### src/rtl/lidar_frame_pkg.sv
// Shared constants and types for the LiDAR scan-packet transmitter.
package lidar_frame_pkg;

  localparam logic [7:0]  HDR_B0  = 8'hAA;
  localparam logic [7:0]  HDR_B1  = 8'h55;
  localparam logic [15:0] PH_WORD = 16'h55AA;
  localparam int          HDR_LEN = 10;
  // Wide enough for a 10 + 2*255 byte frame.
  localparam int          IDX_W   = 10;

  typedef enum logic [1:0] {
    IDLE = 2'd0,
    SEND = 2'd1,
    DONE = 2'd2
  } state_t;

  function automatic logic [7:0] word_byte(input logic [15:0] w, input logic hi);
    word_byte = hi ? w[15:8] : w[7:0];
  endfunction

endpackage

### src/rtl/uart_tx_byte.sv
// 8N1 UART byte shifter. A new byte is accepted on the final cycle of the
// current stop bit, so consecutive bytes leave with no idle gap.
module uart_tx_byte #(
  parameter int CLKS_PER_BIT = 868
) (
  input  logic       clk,
  input  logic       reset,
  input  logic       load,
  input  logic [7:0] data,
  output logic       ready,
  output logic       busy,
  output logic       line
);

  localparam int            CW       = (CLKS_PER_BIT > 1) ? $clog2(CLKS_PER_BIT) : 1;
  localparam logic [CW-1:0] LAST_CLK = CW'(CLKS_PER_BIT - 1);

  logic [9:0]    shift_r;
  logic [CW-1:0] clk_cnt_r;
  logic [3:0]    bit_cnt_r;
  logic          busy_r;
  logic          line_r;
  logic          ready_s;

  // Load window: idle, or last cycle of the stop bit.
  always_comb begin
    ready_s = 1'b0;
    if (!busy_r) begin
      ready_s = 1'b1;
    end else if ((bit_cnt_r == 4'd9) && (clk_cnt_r == LAST_CLK)) begin
      ready_s = 1'b1;
    end else begin
      ready_s = 1'b0;
    end
  end

  // Bit-time counter and LSB-first shifter; line is registered.
  always_ff @(posedge clk or negedge reset) begin
    if (!reset) begin
      shift_r   <= 10'h3FF;
      clk_cnt_r <= {CW{1'b0}};
      bit_cnt_r <= 4'd0;
      busy_r    <= 1'b0;
      line_r    <= 1'b1;
    end else if (load && ready_s) begin
      shift_r   <= {1'b1, data, 1'b0};
      clk_cnt_r <= {CW{1'b0}};
      bit_cnt_r <= 4'd0;
      busy_r    <= 1'b1;
      line_r    <= 1'b0;
    end else if (busy_r) begin
      if (clk_cnt_r == LAST_CLK) begin
        clk_cnt_r <= {CW{1'b0}};
        if (bit_cnt_r == 4'd9) begin
          busy_r <= 1'b0;
          line_r <= 1'b1;
        end else begin
          bit_cnt_r <= bit_cnt_r + 4'd1;
          shift_r   <= {1'b1, shift_r[9:1]};
          line_r    <= shift_r[1];
        end
      end else begin
        clk_cnt_r <= clk_cnt_r + CW'(1);
      end
    end
  end

  assign ready = ready_s;
  assign busy  = busy_r;
  assign line  = line_r;

endmodule

### src/rtl/lidar_frame_tx.sv
// LiDAR scan-packet serializer: buffers samples, folds the header fields into the
// XOR checksum at start, then streams the frame as 8N1 bytes. Macro: LIDAR_TX_CKSUM_EN.
module lidar_frame_tx
  import lidar_frame_pkg::*;
#(
  parameter int CLKS_PER_BIT = 868,
  parameter int MAX_SAMPLES  = 40
) (
  input  logic        clk,
  input  logic        reset,
  input  logic        samp_valid,
  input  logic [15:0] samp_data,
  output logic        samp_ready,
  input  logic        start,
  input  logic [7:0]  ct,
  input  logic [15:0] fsa,
  input  logic [15:0] lsa,
  output logic        transmitData,
  output logic        busy,
  output logic        done
);

  localparam int AW = (MAX_SAMPLES > 1) ? $clog2(MAX_SAMPLES) : 1;

  state_t           state_r, state_nx_s;
  logic [7:0]       count_r;
  logic [15:0]      buf_r [MAX_SAMPLES];
  logic [7:0]       ct_r, lsn_r;
  logic [15:0]      fsa_r, lsa_r, cs_r;
  logic [IDX_W-1:0] byte_idx_r;
  logic             done_r, ready_en_r;

  logic [IDX_W-1:0] frame_len_s;
  logic [8:0]       rd_idx_s;
  logic [15:0]      rd_word_s, cs_fold_s;
  logic [7:0]       tx_byte_s;
  logic             load_s, push_s, start_go_s, clear_s, samp_ready_s;
  logic             uart_ready_s, uart_busy_s, uart_line_s;

  assign frame_len_s = IDX_W'(HDR_LEN) + {1'b0, lsn_r, 1'b0};
  assign rd_idx_s    = 9'((byte_idx_r - IDX_W'(HDR_LEN)) >> 1);
  assign rd_word_s   = (rd_idx_s < 9'(MAX_SAMPLES)) ? buf_r[rd_idx_s[AW-1:0]] : 16'h0000;

`ifdef LIDAR_TX_CKSUM_EN
  logic [15:0] acc_r;

  // Sample half of the checksum, accumulated as pushes are accepted.
  always_ff @(posedge clk or negedge reset) begin
    if (!reset) begin
      acc_r <= 16'h0000;
    end else if (clear_s) begin
      acc_r <= 16'h0000;
    end else if (push_s) begin
      acc_r <= acc_r ^ samp_data;
    end
  end

  assign cs_fold_s = PH_WORD ^ {count_r, ct} ^ fsa ^ lsa ^ acc_r;
`else
  assign cs_fold_s = 16'h0000;
`endif

  // FSM state register.
  always_ff @(posedge clk or negedge reset) begin
    if (!reset) begin
      state_r <= IDLE;
    end else begin
      state_r <= state_nx_s;
    end
  end

  // FSM next state: SEND ends once every byte is loaded and the last stop bit completes.
  always_comb begin
    state_nx_s = state_r;
    case (state_r)
      IDLE:    state_nx_s = start ? SEND : IDLE;
      SEND:    state_nx_s = (uart_ready_s && (byte_idx_r == frame_len_s)) ? DONE : SEND;
      DONE:    state_nx_s = IDLE;
      default: state_nx_s = IDLE;
    endcase
  end

  // FSM outputs: handshake, byte load strobe and field mux.
  always_comb begin
    start_go_s   = 1'b0;
    clear_s      = 1'b0;
    load_s       = 1'b0;
    samp_ready_s = 1'b0;
    tx_byte_s    = 8'h00;
    if (ready_en_r && (state_r == IDLE) && (count_r < 8'(MAX_SAMPLES)) && !start) begin
      samp_ready_s = 1'b1;
    end else begin
      samp_ready_s = 1'b0;
    end
    case (state_r)
      IDLE:    start_go_s = start;
      SEND:    load_s     = uart_ready_s && (byte_idx_r != frame_len_s);
      DONE:    clear_s    = 1'b1;
      default: clear_s    = 1'b0;
    endcase
    case (byte_idx_r)
      10'd0:   tx_byte_s = HDR_B0;
      10'd1:   tx_byte_s = HDR_B1;
      10'd2:   tx_byte_s = ct_r;
      10'd3:   tx_byte_s = lsn_r;
      10'd4:   tx_byte_s = fsa_r[7:0];
      10'd5:   tx_byte_s = fsa_r[15:8];
      10'd6:   tx_byte_s = lsa_r[7:0];
      10'd7:   tx_byte_s = lsa_r[15:8];
      10'd8:   tx_byte_s = cs_r[7:0];
      10'd9:   tx_byte_s = cs_r[15:8];
      default: tx_byte_s = word_byte(rd_word_s, byte_idx_r[0]);
    endcase
  end

  assign push_s = samp_valid && samp_ready_s;

  // Sample count; cleared when a frame completes.
  always_ff @(posedge clk or negedge reset) begin
    if (!reset) begin
      count_r <= 8'd0;
    end else if (clear_s) begin
      count_r <= 8'd0;
    end else if (push_s) begin
      count_r <= count_r + 8'd1;
    end
  end

  // Sample storage; validity is tracked by count_r alone.
  always_ff @(posedge clk) begin
    if (push_s) begin
      buf_r[count_r[AW-1:0]] <= samp_data;
    end
  end

  // Header fields captured at start, and the next-byte pointer.
  always_ff @(posedge clk or negedge reset) begin
    if (!reset) begin
      ct_r       <= 8'h00;
      lsn_r      <= 8'h00;
      fsa_r      <= 16'h0000;
      lsa_r      <= 16'h0000;
      cs_r       <= 16'h0000;
      byte_idx_r <= 10'd0;
    end else if (start_go_s) begin
      ct_r       <= ct;
      lsn_r      <= count_r;
      fsa_r      <= fsa;
      lsa_r      <= lsa;
      cs_r       <= cs_fold_s;
      byte_idx_r <= 10'd0;
    end else if (load_s) begin
      byte_idx_r <= byte_idx_r + 10'd1;
    end
  end

  // Registered done pulse; samp_ready held low until the cycle after reset release.
  always_ff @(posedge clk or negedge reset) begin
    if (!reset) begin
      done_r     <= 1'b0;
      ready_en_r <= 1'b0;
    end else begin
      done_r     <= (state_nx_s == DONE);
      ready_en_r <= 1'b1;
    end
  end

  uart_tx_byte #(.CLKS_PER_BIT(CLKS_PER_BIT)) u_uart (
    .clk   (clk),
    .reset (reset),
    .load  (load_s),
    .data  (tx_byte_s),
    .ready (uart_ready_s),
    .busy  (uart_busy_s),
    .line  (uart_line_s)
  );

  assign samp_ready   = samp_ready_s;
  assign transmitData = uart_line_s;
  assign busy         = uart_busy_s;
  assign done         = done_r;

endmodule

### config.mk
export PLATFORM = sky130hd
export DESIGN_NAME = lidar_frame_tx
export DESIGN_NICKNAME = d
export VERILOG_FILES = /design/src/rtl/lidar_frame_pkg.sv /design/src/rtl/uart_tx_byte.sv /design/src/rtl/lidar_frame_tx.sv
export SDC_FILE = /design/constraint.sdc
export NUM_CORES = 1
export LEC_CHECK = 0
export ABC_AREA = 0
export CAP_MARGIN = 5
export CORE_MARGIN = 4
export CORE_UTILIZATION = 65
export CTS_BUF_LIST = sky130_fd_sc_hd__clkbuf_2 sky130_fd_sc_hd__clkbuf_4 sky130_fd_sc_hd__clkbuf_8
export DETAILED_ROUTE_END_ITERATION = 7
export PLACE_DENSITY_LB_ADDON = 0.2
export SLEW_MARGIN = 20
export SYNTH_ARGS = -nofsm -noshare
export SYNTH_HDL_FRONTEND = slang
export SYNTH_SLANG_ARGS = --single-unit
### constraint.sdc
create_clock -name clk -period 9.1 [get_ports clk]
set_clock_uncertainty 0.2 [all_clocks]
set_input_delay 1.365 -clock clk [delete_from_list [all_inputs] [get_ports clk]]
set_output_delay 1.365 -clock clk [all_outputs]
set_load 0.01 [all_outputs]
Word level (Yosys, flattened, before mapping). Memories as Yosys holds them, arrays and structs flattened. Cells that the tools add are included.

$lt $le $gt $ge: 2. Bitwise operators: 0. Equality and inequality tests: 17. Shifts and indexed selects: 0. Muxes and demuxes: 37. Multiply operators: 0. Div/mod/pow operators: 0. $add $sub $neg: 6. Reductions and logical operators: 18.

Operator list (number): 10-bit 2-to-1 mux (9); 8-bit case mux with 9 select lines (1); 10-bit by 3-bit equality test with 1-bit output (second input constant) (4); 8-bit 2-to-1 mux (3); 10-bit by 1-bit adder with 10-bit output (second input constant) (2); 10-bit by 2-bit equality test with 1-bit output (second input constant) (2); 10-bit by 4-bit equality test with 1-bit output (second input constant) (2); 1-bit 2-to-1 mux (17); 16-bit 2-to-1 mux (1); 4-bit 2-to-1 mux (4); 4-bit by 9-bit adder with 10-bit output (first input constant) (1); 10-bit by 1-bit equality test with 1-bit output (second input constant) (1); 10-bit equality test (1); 10-bit equality test (second input constant) (1); 10-bit zero test (1); 10-bit != test (1); 10-bit by 4-bit subtractor with 10-bit output (second input constant) (1); 9-bit by 6-bit < comparator with 1-bit output (second input constant) (1); 8-bit by 1-bit adder with 8-bit output (second input constant) (1); 1-bit logical AND (8); 8-bit by 6-bit < comparator with 1-bit output (second input constant) (1); 2-bit nonzero test (4); 4-bit by 1-bit adder with 4-bit output (second input constant) (1); 2-bit equality test (second input constant) (2); other kinds (10) (10).

Word-level logic and storage cells: 95. RAM bits: 640. Output and inout bits: 4. Memory bits (read-only): 0. Memories: 1. Register bits after elaboration: 96. Bits in latches: 0. Input bits: 60.

Memories: buf_r (words 40, width 16, rd ports 1, clocked after Yosys merged registers in 0, write ports 1, RTL line lidar_frame_tx.sv:27) `logic [15:0] buf_r [MAX_SAMPLES];`.

Longest topological paths before layout. Gate-level depths: netlist of the first run.

Depth in word-level cells: 9. Mapped depth: 17. Depth with buffers taken out: 9.

Modules after synthesis. Synthesis of the first run repeated with hierarchy kept, for this count alone.

Cells, all modules: 1544. Area, all modules: 29732.3 um2.

By module, submodules not included: lidar_frame_tx (sequential area each 20970.1 um2, area each 28399.7 um2, cells each 1418, instances 1); uart_tx_byte (sequential area each 611.8 um2, area each 1332.5 um2, cells each 126, instances 1).

Worst setup path before layout of the first run. OpenSTA, ideal clock, no wires.

Path kind: reg2reg. Start: register byte_idx_r[1]. End: register u_uart.shift_r[2]. Arrival time: 3869 ps. Period minus slack after synthesis: 4147 ps. Path buffers: 7. Slack: 4953 ps. Required time: 8822 ps. Stages on the path, launching flop included: 17. Library setup time: 78 ps. Path through: dfrtp_1 > buf_2 > buf_4 > buf_4 > buf_2 > inv_1 > buf_2 > ha_1 > buf_2 > xnor2_2 > buf_6 > mux4_2 > mux2i_1 > a32oi_1 > nand3_1 > nand4_1 > a31o_2.

Longest elaborated chain between the ends: 6. Elaborated cells on any way between the ends: 26. Those cells by class: 1 x add/sub; 1 x order compare; 11 x eq/ne; 5 x mux; 7 x reduce/logical; 1 x memory.

RTL lines: start, declared (RTL line lidar_frame_tx.sv:30) `logic [IDX_W-1:0] byte_idx_r;`; start signal, assigned (RTL line lidar_frame_tx.sv:153) `byte_idx_r <= byte_idx_r + 10'd1;`; 10-bit by 4-bit subtractor with 10-bit output / 10-bit != test (equally long branches) (RTL line lidar_frame_tx.sv:41, lidar_frame_tx.sv:97); memory read 40 x 16 bit, or another cell as far along; 16-bit 2-to-1 mux / 1-bit 2-to-1 mux (equally long branches) (RTL line lidar_frame_tx.sv:42, lidar_frame_tx.sv:95); 8-bit 2-to-1 mux / 1-bit logical AND (equally long branches) (RTL line lidar_frame_pkg.sv:18, uart_tx_byte.sv:45); 8-bit case mux with 9 select lines, or another cell as far along (RTL line lidar_frame_tx.sv:101) `case (byte_idx_r)`; 10-bit 2-to-1 mux / 3-bit AND reduction (equally long branches); end signal, assigned (RTL line uart_tx_byte.sv:46) `shift_r <= {1'b1, data, 1'b0};`; end signal, assigned (RTL line uart_tx_byte.sv:59) `shift_r <= {1'b1, shift_r[9:1]};`; end, declared (RTL line uart_tx_byte.sv:18) `logic [9:0] shift_r;`.

Parallel ways exist; a longest one is shown, timed or not. A chain may end at the register's enable or synchronous reset.

Worst setup path after layout of the first run.
Start: register byte_idx_r[1]. End: register u_uart.shift_r[5].

The elaborated chain is that of the path after synthesis.

==> impl_metrics.yaml, run 1 <==
status:
  run_status: "complete, no violations"
synth:
  seq_area_frac_synth: 0.7263
  ys_warn_count: 0
  ys.flop_type: "edfxtp_1"
  synth.distinct_cells: 67
  avgSynthCellArea_um2: 17.84
  synth_cells: 1666
  synth_edf_count: 640
  syn-cell-area_mm2: 0.02971
  synth_seq_cells: 734
  synthArstFlopShare: 0.1281
  syn-num-nets: 1737
worst_setup_path:
  crit_chain: "inv_1, ha_4, buf_12, mux4_2, mux4_2, nor2_1, a311oi_1, nand3b_1, a31o_1"
  ff2ff_path_depth: 9
  rr_startpoint: "byte_idx_r[1]"
  critPathSlowestCell: "ha_4"
  crit_type: "register to register"
  rr_endpoint: "u_uart.shift_r[5]"
  cp.required_ns: 9.54
  rrSetupSlack_ns: 3.74
  start_kind: "register"
  critPathMaxFanout: 104
  cp.buffers_inverters: 2
  cpMostUsedCell: "mux4_2"
  path_delay_family: "buffers and inverters"
  crit_path_end_kind: "register"
  arrival_ns: 5.80
  cp_slowest_stage_delay_ns: 1.06
placement:
  gp_congestion: 0.8548
  postPlaceCellArea_mm2: 0.03122
  pre_cts_slack_ns: 3.760
  dpl.hpwl_um: 38630
  portBuffers: 63
layout:
  mostFrequentLayoutCells: "edfxtp_1, nand2_1, mux4_2"
  final_common_cell: "edfxtp_1"
  finish.net_count: 1880
  area_growth_pct: 12.56
  final_core_util: 0.7386
  final_area_mm2: 0.03344
  antenna-diode-count: 0
  drive_gt1_frac: 0.2426
  nFillCells: 2643
floorplanning:
  io-pin-count: 64
  dieArea_mm2: 0.04920
  start_util: 0.6562
  die_w_um: 221.8
  core_mm2: 0.04528
  rows: 78
  die_y_um: 221.8
clock_network:
  clockBufferDepth: 3
  cts_made_buffers: 111
  cts_setup_buffers: 0
  clock-root-buffer: "clkbuf_8"
  cts_max_level: 3
  clk_pin_slew_worst_paths_ns: 0.06
  cts.sinks: 734
  hold_buffers: 0
  cts-resized-gates: 0
  clk_latency_ns: 0.71
  cts_tree: "built"
sta:
  min_period_ns: 5.357
  final.period_utilization: 0.5887
  hold_viol_final: 0
  setup_tns_ns: 0
  maxSlewViolCount: 0
  slew_headroom: 0.3104
  rsz0062_at_grt: "no"
  setup_ws_ns: 3.743
  max_slew.worst_pin.slew_ns: 1.034
  clock.fmax_mhz: 186.7
  setup_viol: 0
route:
  wl_um: 67240
  ant_nets: 0
  first_pass_iters: 5
  drc: 0
  routedWlPerCell_um: 26.85
  vias: 16240
  drtIter0Drc: 1846
  via_per_inst: 6.484
flow_run:
  drv_cap: 0
worst_hold_path:
  whs_endpoint: "fsa_r[3]"
  hold_start: "fsa_r[3]"
  holdPathStages: 2
  min_path_type: "register to register"
global_routing:
  grt_max_degree: 112
  grt_usage: 0.2791
  grt_pass1_vias: 16420
  antenna_found_initial: 3
  gr-total-overflow: 0
  grt_first_pass_wirelength_um: 102700
pwr:
  p_per_area_mw_per_mm2: 295.3
  leakage_nw: 11.44
  irDropWorstVdd_mv: 0.3666
state kept, by name (all words and copies together), names as in the netlist:
name / cells
ct_r: 8
u_uart.clk_cnt_r: 10
byte_idx_r: 10
u_uart.busy: 1
lsn_r: 8
u_uart.line: 1
u_uart.shift_r: 8
ready_en_r: 1
u_uart.bit_cnt_r: 4
state_r: 2
lsa_r: 16
buf_r: 640
count_r: 8
fsa_r: 16
done: 1
cell families (layout without fill, tap and decap cells):
kind of cell             Yosys count  after routing  synth area share
flip-flops                       734            734            0.7263
AND/OR/NAND/NOR                  426            426           0.06430
multiplexers                     225            225            0.1475
AO/OA/AOI/OAI                    136            136           0.03255
buffers and inverters            105            343           0.01583
XOR/XNOR                          28             28          0.008759
adder cells (fa/ha/maj)           11             11          0.004632
other                              1              1         0.0001262
synth_stat cells (3+ instances only):
| master | count | area, µm² |
|---|---|---|
| edfxtp_1 | 640 | 19220 |
| nand2_1 | 212 | 795.8 |
| mux4_2 | 170 | 3829 |
| nor2_1 | 91 | 341.6 |
| dfrtp_1 | 85 | 2127 |
| clkbuf_1 | 53 | 198.9 |
| mux2i_1 | 53 | 530.5 |
| buf_2 | 31 | 155.2 |
| nand3_1 | 28 | 140.1 |
| o21ai_0 | 24 | 120.1 |
| a21oi_1 | 23 | 115.1 |
| a221oi_1 | 18 | 157.7 |
| xor2_1 | 15 | 131.4 |
| a22oi_1 | 13 | 97.59 |
| and2_1 | 13 | 81.33 |
| ha_1 | 11 | 137.6 |
| nand4_1 | 11 | 68.82 |
| xnor2_1 | 11 | 96.34 |
| nand3b_1 | 10 | 75.07 |
| dfstp_2 | 9 | 236.5 |
| or2_2 | 9 | 56.30 |
| a211oi_1 | 8 | 60.06 |
| and3_1 | 8 | 50.05 |
| nor2b_1 | 8 | 50.05 |
| inv_1 | 7 | 26.28 |
| nor3_1 | 7 | 35.03 |
| a311oi_1 | 6 | 52.55 |
| buf_1 | 6 | 22.52 |
| nand2b_1 | 6 | 37.54 |
| or3_1 | 6 | 37.54 |
| a31oi_1 | 5 | 31.28 |
| a32oi_1 | 5 | 43.79 |
| buf_4 | 5 | 37.54 |
| a31o_2 | 4 | 35.03 |
| o2111ai_1 | 4 | 35.03 |
| o211ai_1 | 4 | 30.03 |
| or3b_2 | 4 | 35.03 |
| a31o_1 | 3 | 26.28 |
| and4_1 | 3 | 26.28 |
cell type report:
| cell class | count | area [µm²] | share of cell area |
|---|---|---|---|
| clock buffers | 163 | 1974 | 0.05903 |
| clock inverters | 45 | 254.0 | 0.007594 |
| inverters | 8 | 30.03 | 0.0008979 |
| multi-input cells | 827 | 7716 | 0.2307 |
| flip-flops and latches | 734 | 21590 | 0.6454 |
| well taps | 600 | 750.7 | 0.02245 |
| repair buffers | 127 | 1134 | 0.03389 |
worst max-delay path by stage:
stage / startpoint / to / slack, ns / cells after the start
global placement: byte_idx_r[1] / u_uart.shift_r[5] / 3.80 / 9
detailed placement: byte_idx_r[1] / u_uart.shift_r[5] / 3.76 / 9
CTS: byte_idx_r[1] / u_uart.shift_r[5] / 3.76 / 9
floorplan: byte_idx_r[1] / u_uart.shift_r[2] / 4.95 / 16
finish: byte_idx_r[1] / u_uart.shift_r[5] / 3.74 / 9
global route: byte_idx_r[1] / u_uart.shift_r[5] / 3.49 / 9
per-layer routing:
layer | part of all wire | vias to the layer above | GRT usage
li1 | - | 6882 | -
met1 | 0.38 | 8351 | 0.4035
met2 | 0.49 | 873 | 0.4405
met3 | 0.10 | 129 | 0.06408
met4 | 0.028 | 0 | 0.08163
met5 | 0 | - | 0
power breakdown:
group / switching, mW / leakage (nW) / internal, mW
Combinational: 1.77 / 3.29 / 1.46
Sequential: 0.178 / 6.94 / 3.81
Clock: 1.23 / 1.21 / 1.43
Total: 3.18 / 11.4 / 6.70
through the flow:
step	hold slack, ns	power, mW	std cells
after floorplan	0.2386	6.316	1666
after global placement	0.2566	7.233	2296
after detailed placement	0.2632	7.278	2296
after CTS	0.2811	9.917	2504
after global routing	0.2995	10.35	2504
final	0.2803	9.876	2504
tightest hold or removal path, stage by stage, from the launching register on:
cell and delay, ns:
dfrtp_1 0.34, nand2_1 0.05, nand2_1 0.06
No activity file was read; power rests on OpenSTA's default activity.
==> run 2, diff against run 1 <==
--- a/config.mk
+++ b/config.mk
@@ -8,7 +8,7 @@
 export ABC_AREA = 0
 export CAP_MARGIN = 5
 export CORE_MARGIN = 4
-export CORE_UTILIZATION = 65
+export CORE_UTILIZATION = 58
 export CTS_BUF_LIST = sky130_fd_sc_hd__clkbuf_2 sky130_fd_sc_hd__clkbuf_4 sky130_fd_sc_hd__clkbuf_8
 export DETAILED_ROUTE_END_ITERATION = 7
 export PLACE_DENSITY_LB_ADDON = 0.2
==> constraint.sdc (replaced) <==
create_clock -name clk -period 4.9 [get_ports clk]
set_clock_uncertainty 0.2 [all_clocks]
set_input_delay 0.735 -clock clk [delete_from_list [all_inputs] [get_ports clk]]
set_output_delay 0.735 -clock clk [all_outputs]
set_load 0.01 [all_outputs]
==> impl_metrics.yaml, run 2 (synthesis gave the netlist of run 1 again) <==
status:
  run_status: "complete, no violations"
worst_setup_path:
  crit_type: "register to register"
  critPathMaxFanout: 18
  rr_startpoint: "byte_idx_r[3]"
  ff2ff_path_depth: 7
  start_kind: "register"
  cp.required_ns: 5.33
  rr_endpoint: "u_uart.shift_r[3]"
  crit_path_end_kind: "register"
  critPathSlowestCell: "xor2_2"
  crit_chain: "o21ai_1, xor2_2, buf_4, nand3b_1, a21oi_1, o21ai_0, a31o_2"
  arrival_ns: 4.14
  rrSetupSlack_ns: 1.19
  cp_slowest_stage_delay_ns: 0.93
route:
  drc: 0
  routedWlPerCell_um: 26.31
  wl_um: 68210
  via_per_inst: 6.187
  drtIter0Drc: 1863
  first_pass_iters: 5
  ant_nets: 0
  vias: 16040
worst_hold_path:
  holdPathStages: 2
  whs_endpoint: "fsa_r[12]"
  min_path_type: "register to register"
  hold_start: "fsa_r[12]"
sta:
  final.period_utilization: 0.7562
  rsz0062_at_grt: "no"
  setup_viol: 0
  setup_tns_ns: 0
  min_period_ns: 3.705
  slew_headroom: 0.2657
  maxSlewViolCount: 0
  max_slew.worst_pin.slew_ns: 1.101
  clock.fmax_mhz: 269.9
  hold_viol_final: 0
global_routing:
  grt_first_pass_wirelength_um: 101700
  gr-total-overflow: 0
  antenna_found_initial: 0
  grt_max_degree: 82
  grt_pass1_vias: 16000
  grt_usage: 0.2536
floorplanning:
  dieArea_mm2: 0.05492
  start_util: 0.5898
  rows: 82
  die_w_um: 234.3
  die_y_um: 234.3
  io-pin-count: 64
  core_mm2: 0.05038
flow_run:
  drv_cap: 0
placement:
  portBuffers: 63
  dpl.cell_count: 2384
  gp_congestion: 0.9106
  postPlaceCellArea_mm2: 0.03146
  dpl.hpwl_um: 41010
layout:
  final_common_cell: "edfxtp_1"
  largest_reg_flops: 640
  drive_gt1_frac: 0.2447
  finish.net_count: 1901
  final_area_mm2: 0.03380
  instances_no_fill: 2593
  nFillCells: 3273
  area_growth_pct: 13.75
  mostFrequentLayoutCells: "edfxtp_1, nand2_1, mux4_2"
  antenna-diode-count: 0
clock_network:
  cts.sinks: 734
  clk_latency_ns: 0.70
  cts_max_level: 3
  clock-root-buffer: "clkbuf_8"
  cts_made_buffers: 115
  cts_setup_buffers: 0
  clockBufferDepth: 3
  clk_pin_slew_worst_paths_ns: 0.06
  cts_tree: "built"
pwr:
  clkPwrFrac: 0.275
  leakage_nw: 11.56
  p_int_mw: 12.81
  power_frac_comb: 0.338
  irDropWorstVdd_mv: 0.3629
  p_per_area_mw_per_mm2: 559.1
  seqPwrFrac: 0.387
  switching_power_mw: 6.091
  p_sw_frac: 0.3223
## run 2: how the worst max path moves through the flow
stage,from,endpoint,cells past startpoint
3_3_place_gp,byte_idx_r[2],u_uart.shift_r[7],8
3_5_place_dp,start,buf_r[6][6],8
4_1_cts,byte_idx_r[2],u_uart.shift_r[7],8
2_1_floorplan,byte_idx_r[1],u_uart.shift_r[2],16
5_1_grt,byte_idx_r[3],u_uart.shift_r[3],7
6_report,byte_idx_r[3],u_uart.shift_r[3],7
## run 2: worst max-delay path, delay by kind of cell (launching register included)
| family | cells | cell delay, ns |
|---|---|---|
| compound gates | 4 | 1.21 |
| xor+xnor | 1 | 0.93 |
| flops | 1 | 0.83 |
| buf+inv | 1 | 0.30 |
| simple gates | 1 | 0.15 |
## run 2: final cells by class
type                            count  area [µm²]  area share
Sequential cell                   734       21590      0.6386
Multi-Input combinational cell    827        7712      0.2282
Clock buffer                      156        1941     0.05741
Timing Repair Buffer              144        1296     0.03835
Tap cell                          672       840.8     0.02488
Clock inverter                     52       394.1     0.01166
Inverter                            8       30.03   0.0008884
## run 2: what timing repair did
action | CTS | global route
gates resized for setup | 0 | 0
hold buffers | 1 | 0
hold endpoints to repair | 53 | 0
## run 2: per-stage QoR
step / worst slack, ns / hold slack [ns] / power, mW / utilization
after global placement: 1.237 / 0.2593 / 13.73 / 0.6244
final: 1.195 / 0.2795 / 18.90 / 0.6710
after CTS: 1.220 / 0.2791 / 18.98 / 0.6710
after floorplan: 0.7527 / 0.2386 / 11.73 / -
after global routing: 1.023 / 0.2998 / 19.74 / 0.6710
after detailed placement: 1.174 / 0.2631 / 13.80 / 0.6244
## run 2: metal layers
| layer | global-route usage | vias up | share of wire |
|---|---|---|---|
| met5 | 0 | - | 0 |
| met4 | 0.07364 | 0 | 0.027 |
| met3 | 0.06074 | 133 | 0.082 |
| met2 | 0.3972 | 713 | 0.49 |
| met1 | 0.3645 | 8272 | 0.41 |
| li1 | - | 6926 | - |
## run 2: power by group through the flow
stage          Combinational (mW)  Sequential [mW]  Clock, mW
2_1_floorplan                4.41             7.32          0
3_3_place_gp                 6.31             7.42          0
3_5_place_dp                 6.37             7.43          0
4_1_cts                      6.40             7.31       5.28
5_1_grt                      6.80             7.34       5.60
6_report                     6.38             7.31       5.20
